File: src/rtl/key_entry_buf.sv
`default_nettype none
// ============================================================================
// Module      : key_entry_buf
// Description : Keypad entry buffer. Turns scanner key levels into press
//               events and edits a right-aligned digit buffer (digit, backspace,
//               clear, enter). It drives the seg7 nibble vector and the last
//               committed entry.
// Revision    : 1.0 - initial release
// ============================================================================
module key_entry_buf #(
    parameter int          DIGITS = 6,
    parameter logic [3:0]  BLANK  = 4'hF
) (
    input  logic                  clk,
    input  logic                  rst,
    input  logic                  key_flag,
    input  logic [3:0]            key_data,
    output logic [4*DIGITS-1:0]   disp_data,
    output logic [2:0]            digit_cnt,
    output logic [4*DIGITS-1:0]   entry_value,
    output logic                  entry_done,
    output logic                  key_err
);

    localparam logic [1:0] S_EMPTY = 2'd0;
    localparam logic [1:0] S_ENTRY = 2'd1;
    localparam logic [1:0] S_FULL  = 2'd2;
    localparam logic [1:0] S_SHOW  = 2'd3;

    localparam logic [3:0]          C_KEY_BKSP = 4'hA;
    localparam logic [3:0]          C_KEY_CLR  = 4'hB;
    localparam logic [3:0]          C_KEY_ENT  = 4'hC;
    localparam logic [2:0]          C_MAX_CNT  = 3'(DIGITS);
    localparam logic [4*DIGITS-1:0] C_ALL_BLANK = {DIGITS{BLANK}};

    logic [1:0]          state_q, state_d;
    logic [4*DIGITS-1:0] buf_q, buf_d;
    logic [4*DIGITS-1:0] entry_q, entry_d;
    logic [2:0]          cnt_q, cnt_d;
    logic                done_q, done_d;
    logic                err_q, err_d;
    logic                key_flag_q;

    logic                w_press;
    logic                w_is_digit;
    logic [4*DIGITS-1:0] w_shift_in;
    logic [4*DIGITS-1:0] w_shift_out;
    logic [2:0]          w_cnt_inc;
    logic [2:0]          w_cnt_dec;

    // Press detection and the two buffer shift forms used by the FSM
    always_comb begin
        w_press     = key_flag & ~key_flag_q;
        w_is_digit  = (key_data <= 4'd9);
        w_shift_in  = {buf_q[4*DIGITS-5:0], key_data};
        w_shift_out = {BLANK, buf_q[4*DIGITS-1:4]};
        w_cnt_inc   = cnt_q + 3'd1;
        w_cnt_dec   = cnt_q - 3'd1;
    end

    // Entry FSM: key_data is only looked at on the detecting edge
    always_comb begin
        state_d = state_q;
        buf_d   = buf_q;
        entry_d = entry_q;
        cnt_d   = cnt_q;
        done_d  = 1'b0;
        err_d   = 1'b0;
        if (w_press) begin
            if (key_data > C_KEY_ENT) begin
                err_d = 1'b1;
            end else begin
                case (state_q)
                    S_EMPTY: begin
                        if (w_is_digit) begin
                            buf_d   = w_shift_in;
                            cnt_d   = w_cnt_inc;
                            state_d = (w_cnt_inc == C_MAX_CNT) ? S_FULL : S_ENTRY;
                        end else if (key_data != C_KEY_CLR) begin
                            err_d = 1'b1;
                        end
                    end
                    S_ENTRY, S_FULL: begin
                        if (w_is_digit) begin
                            if (state_q == S_FULL) begin
                                err_d = 1'b1;
                            end else begin
                                buf_d   = w_shift_in;
                                cnt_d   = w_cnt_inc;
                                state_d = (w_cnt_inc == C_MAX_CNT) ? S_FULL : S_ENTRY;
                            end
                        end else if (key_data == C_KEY_BKSP) begin
                            buf_d   = w_shift_out;
                            cnt_d   = w_cnt_dec;
                            state_d = (w_cnt_dec == 3'd0) ? S_EMPTY : S_ENTRY;
                        end else if (key_data == C_KEY_CLR) begin
                            buf_d   = C_ALL_BLANK;
                            cnt_d   = 3'd0;
                            state_d = S_EMPTY;
                        end else begin
                            entry_d = buf_q;
                            done_d  = 1'b1;
                            buf_d   = C_ALL_BLANK;
                            cnt_d   = 3'd0;
                            state_d = S_SHOW;
                        end
                    end
                    default: begin
                        // SHOW: the working buffer is already blank here
                        if (w_is_digit) begin
                            buf_d   = {C_ALL_BLANK[4*DIGITS-1:4], key_data};
                            cnt_d   = 3'd1;
                            state_d = (C_MAX_CNT == 3'd1) ? S_FULL : S_ENTRY;
                        end else if (key_data == C_KEY_CLR) begin
                            buf_d   = C_ALL_BLANK;
                            cnt_d   = 3'd0;
                            state_d = S_EMPTY;
                        end else begin
                            err_d = 1'b1;
                        end
                    end
                endcase
            end
        end
    end

    // State registers with asynchronous reset to the empty, blank display
    always_ff @(posedge clk or posedge rst) begin
        if (rst) begin
            key_flag_q <= 1'b0;
            state_q    <= S_EMPTY;
            buf_q      <= C_ALL_BLANK;
            entry_q    <= C_ALL_BLANK;
            cnt_q      <= 3'd0;
            done_q     <= 1'b0;
            err_q      <= 1'b0;
        end else begin
            key_flag_q <= key_flag;
            state_q    <= state_d;
            buf_q      <= buf_d;
            entry_q    <= entry_d;
            cnt_q      <= cnt_d;
            done_q     <= done_d;
            err_q      <= err_d;
        end
    end

    // Display shows the committed entry while in SHOW, else the working buffer
    always_comb begin
        disp_data   = (state_q == S_SHOW) ? entry_q : buf_q;
        digit_cnt   = cnt_q;
        entry_value = entry_q;
        entry_done  = done_q;
        key_err     = err_q;
    end

endmodule
`default_nettype wire

File: config.mk
export PLATFORM = sky130hd
export DESIGN_NAME = key_entry_buf
export DESIGN_NICKNAME = d
export VERILOG_FILES = /design/src/rtl/key_entry_buf.sv
export SDC_FILE = /design/constraint.sdc
export NUM_CORES = 1
export LEC_CHECK = 0
export CAP_MARGIN = 20
export CORE_MARGIN = 5
export CORE_UTILIZATION = 54
export CTS_CLUSTER_DIAMETER = 60
export DETAILED_ROUTE_END_ITERATION = 12
export DONT_BUFFER_PORTS = 1
export GPL_TIMING_DRIVEN = 0
export PLACE_DENSITY_LB_ADDON = 0.3
export SLEW_MARGIN = 25
export SYNTH_ARGS = -nofsm -noshare
export SYNTH_HDL_FRONTEND = slang
export SYNTH_SLANG_ARGS = --single-unit
File: constraint.sdc
create_clock -name clk -period 2.8 [get_ports clk]
set_input_delay 0.28 -clock clk [delete_from_list [all_inputs] [get_ports clk]]
set_output_delay 0.28 -clock clk [all_outputs]
set_load 0.05 [all_outputs]
# Word level (Yosys, flattened, before mapping)

Index checks and enable logic that the tools add are counted.
Widths: inputs -> output; s select.

Add/sub/neg operators: 2
$lt $le $gt $ge: 2
Eq/ne operators: 9
Mux-type cells: 39
Bitwise logic cells: 6
Reductions and logical operators: 6

Operators with widths:

| operator            | number |
|---|---|
| $mux 24             | 6 |
| $pmux 24 s2         | 1 |
| $mux 20             | 1 |
| $mux 3              | 6 |
| $mux 2              | 8 |
| $mux 1              | 14 |
| $eq 4x4->1 const B  | 2 |
| $pmux 3 s2          | 1 |
| $reduce_and 6->1    | 1 |
| $not 1->1           | 5 |
| $reduce_and 5->1    | 1 |
| $eq 2x2->1 const B  | 2 |
| $gt 4x4->1 const B  | 1 |
| $le 4x4->1 const B  | 1 |
| $ne 4x4->1 const B  | 1 |
| $pmux 2 s2          | 1 |
| $add 3x1->3 const B | 1 |
| $eq 3x3->1 const B  | 1 |
| $logic_not 3->1     | 1 |
| $ne 3x3->1 const B  | 1 |
| $reduce_bool 3->1   | 1 |
| $sub 3x1->3 const B | 1 |
| $eq 2x1->1 const B  | 1 |
| $logic_not 2->1     | 1 |
| 4 further kinds     | 4 |

Register bits: 56
Bits of input ports: 7

# Longest topological paths before layout

Depth after elaboration: 7
Mapped depth: 9

# Worst setup path after synthesis

No wires, ideal clock.

Path type: reg-to-reg
Start point: register cnt_q[0], in the netlist digit_cnt[0]
End point: register state_q[0]
Library setup time: 0.134 ns
Data arrival time: 1.754 ns
Required time: 2.666 ns
Slack: 0.912 ns
Cell stages (with the launch flop): 8
Buffers on the path: 0
Clock period less this slack: 1.888 ns
Path through: dfrtp_1 inv_1 ha_1 xnor2_1 and3_1 o21ai_0 a221oi_1 mux2i_1

Word-level cells in the longest chain between the ends: 6
Elaborated cells between the ends (all ways): 11
Classes of those cells: add/sub: 2; eq/ne: 1; mux: 7; reduce/logical: 1

Ends and longest elaborated chain:

| what                                          | line       | text |
|---|---|---|
| start, declared                               | 39         | `logic [2:0] cnt_q, cnt_d;` |
| start signal, assigned                        | 142        | `cnt_q <= cnt_d;` |
| $add 3x1->3 or $sub 3x1->3 (tied branches)    | 57, 58     |  |
| $eq 3x3->1 or $logic_not 3->1 (tied branches) | 78, 90, 95 |  |
| $mux 2 or $mux 1 (tied branches)              | 78, 90, 95 |  |
| $mux 2 (on tied branches)                     | 85, 92     |  |
| $mux 2                                        | 84         | `if (w_is_digit) begin` |
| $pmux 2 s2 (*)                                | 73         | `case (state_q)` |
| end signal, assigned                          | 139        | `state_q <= state_d;` |
| end, declared                                 | 36         | `logic [1:0] state_q, state_d;` |

Mark *: on every way between the ends. The rest lies on a longest branch, timed or not. The select of a mux whose other input is x is not followed.
A chain may end at the register's enable or synchronous reset.

# Worst setup path in the final report

Start point: register state_q[1]
End point: output disp_data[22]

Word-level cells in the longest chain between the ends: 2

Ends and longest elaborated chain:

| what          | line | text |
|---|---|---|
| $eq 2x2->1    | 150  | `disp_data = (state_q == S_SHOW) ? entry_q : buf_q;` |
| $mux 24       | 150  |  |
| end, declared | 18   | `output logic [4*DIGITS-1:0] disp_data,` |

Every way passes these cells.

==> qor.yml <==
run_status:
  outcome: "completed"
hold_path:
  hp-class: "in2reg"
  min_path_cells: 2
flow_run:
  maxCapViolations: 0
worst_setup_path:
  crit_path_end_kind: "output port"
  worstSetupStartpointType: "register"
  max_stage_delay_ps: 540
  required_ps: 2520
  path_cells: "ha_1, clkbuf_1, clkbuf_1, mux2_2"
  cp_num_cells: 4
  crit_arrival_ps: 2300
  r2r_setup_slack_ps: 470
  crit_top_cell: "clkbuf_1"
  path_buf_inv: 2
  reg2reg_depth: 9
  crit_path_top_delay_cell: "clkbuf_1"
  cp_top_family: "buffers and inverters"
  crit_fanout: 10
  critPathKind: "reg2out"
synthesis:
  ys_seq_elements: 56
  synth_top_flop_cell: "dfstp_2"
  syn_nets: 355
  syn_area_mm2: 0.00322
  postSynthCellCount: 341
  synthDistinctLibCells: 40
  seq_area_frac_synth: 0.453
  synth_area_per_cell_um2: 9.45
  synth_edf_count: 0
  ys_warn_count: 0
  synthArstFlopShare: 1.00
sta:
  tightest_slew_ps: 669
  hold_violations: 0
  rsz0062_at_grt: "no"
  setup_viol: 0
  tns_ps: 0
  fmax_mhz: 387
  period_needed_ps: 2580
  slew_headroom: 0.554
  clock-skew-final_ps: 7.72
  drv_slew: 0
  min_period_over_period: 0.922
placed_design:
  hpwl_um: 5380
  gp_congestion: 0.908
  io_buffer_count: 0
cells_and_area:
  nets: 364
  final_layout_size_suffix_gt1_frac: 0.276
  syn2layout_area_growth_pct: 7.18
  regArea_mm2: 0.00146
  multi_input_area_mm2: 0.00160
  antennaDiodeCount: 0
  n_fill_cell: 507
clock_tree:
  cts_made_buffers: 5
  ctsResizeCount: 0
  clock_sink_count: 56
  cts_buffer_depth: 2
  clock_latency_ps: 310
  cts_root_buffer: "clkbuf_8"
  postCtsSetupRepairBufs: 0
  htree_num_levels: 2
  cts_tree: "built"
  cts_hold_buf: 2
  cts.clk_slew.worst_paths_ps: 100
global_routing:
  grt-ovfl-total: 0
  antenna_found_initial: 0
  grt_max_degree: 57
  grt_first_pass_wirelength_um: 12700
  grt_pass1_vias: 2490
  grt_usage: 0.210
floorplan:
  num_rows: 28
  io_pins: 60
  start_util: 0.551
  die_x_um: 87.3
  die_area_mm2: 0.00761
  die_y_um: 87.3
  core_area_mm2: 0.00585
detailed_routing:
  wl_per_cell_um: 18.0
  vias: 2518
  remaining_drc_errors: 0
  postRouteWirelength_um: 7660
  drtPass1Iterations: 4
  via_per_inst: 5.91
  antenna_left: 0
  drt-initial-drc-count: 232
[flip-flops by register name (all words and copies together), names as in the netlist]
name	flops
buf_q	24
entry_value	24
digit_cnt	3
state_q	2
entry_done	1
key_err	1
key_flag_q	1
[final cells by class]
type,instances,area share
Buffer,23,0.0344
Multi-Input combinational cell,250,0.463
Tap cell,75,0.0272
Clock buffer,5,0.0199
Sequential cell,56,0.423
Inverter,12,0.0138
Timing Repair Buffer,2,0.00580
Clock inverter,3,0.0134
[cells in the final DEF (no fill, tap or decap), types with 3 or more instances in the layout]
| cell | count |
|---|---|
| a21oi_1 | 15 |
| buf_2 | 5 |
| buf_4 | 3 |
| clkbuf_1 | 13 |
| clkbuf_8 | 5 |
| dfrtp_1 | 8 |
| dfstp_2 | 48 |
| ha_1 | 7 |
| inv_1 | 8 |
| mux2_1 | 26 |
| mux2_2 | 24 |
| mux2i_1 | 3 |
| nand2_1 | 89 |
| nand3_1 | 17 |
| nor2_1 | 12 |
| o21ai_0 | 28 |
| o21ai_1 | 3 |
[metal layers]
layer	track usage	up-vias	wire length (µm)
li1	-	1188	-
met1	0.286	1221	3340
met2	0.339	92	3600
met3	0.0445	17	570
met4	0.0600	0	158
met5	0	-	0
[synthesized netlist by cell type, types with 2 or more instances]
library cell,n,area share
a211o_1,2,0.0054
a21oi_1,15,0.023
a22oi_1,2,0.0047
and3_1,2,0.0039
buf_2,5,0.0078
buf_4,3,0.0070
buf_6,2,0.0070
clkbuf_1,13,0.015
dfrtp_1,8,0.062
dfstp_2,48,0.39
ha_1,7,0.027
inv_1,9,0.010
inv_2,2,0.0023
mux2_1,26,0.091
mux2_2,24,0.084
mux2i_1,3,0.0093
nand2_1,89,0.10
nand3_1,17,0.026
nor2_1,12,0.014
nor3_2,2,0.0062
o21a_1,2,0.0047
o21ai_0,28,0.043
o21ai_1,3,0.0047
[worst register-to-register path, cell delays in order, from the launching register on]
cell and delay, ps:
dfrtp_1 400, inv_1 60, ha_1 340, buf_2 250, inv_2 110, nor3_2 360, clkbuf_1 310, o21ai_0 170
nand3_1 110, mux2_1 150
[cell families (layout without fill, tap and decap cells)]
kind of cell,count (synthesis),count (layout),synth area share
and+or+nand+nor,127,127,0.166
AOI/OAI and AO/OA,61,61,0.113
DFF,56,56,0.453
muxes,53,53,0.184
buffers and inverters,35,45,0.0509
adders and majority gates,7,7,0.0272
xor gates and xnor gates,2,2,0.00544
[stage by stage]
stage	area [µm²]	util	setup WS, ps	hold WS, ps	cells
2_1_floorplan	3220	-	912	311	341
4_1_cts	3450	0.590	190	147	426
3_3_place_gp	3320	0.567	585	312	416
5_1_grt	3450	0.590	57.1	178	426
3_5_place_dp	3320	0.567	519	306	416
6_report	3450	0.590	217	156	426
[path summary, 6_finish.rpt]
path | startpoint | end
worst max register to register | state_q[1] | buf_q[7]
worst min-delay path | key_flag | key_err
worst min register to register | buf_q[23] | entry_value[23]
max in group asynchronous | rst | digit_cnt[0]
min in group asynchronous | rst | entry_done
worst max-delay path | state_q[1] | disp_data[22]
Power is not shown: default switching activity piles up to over one toggle a cycle in this logic, so the estimate is an artifact.
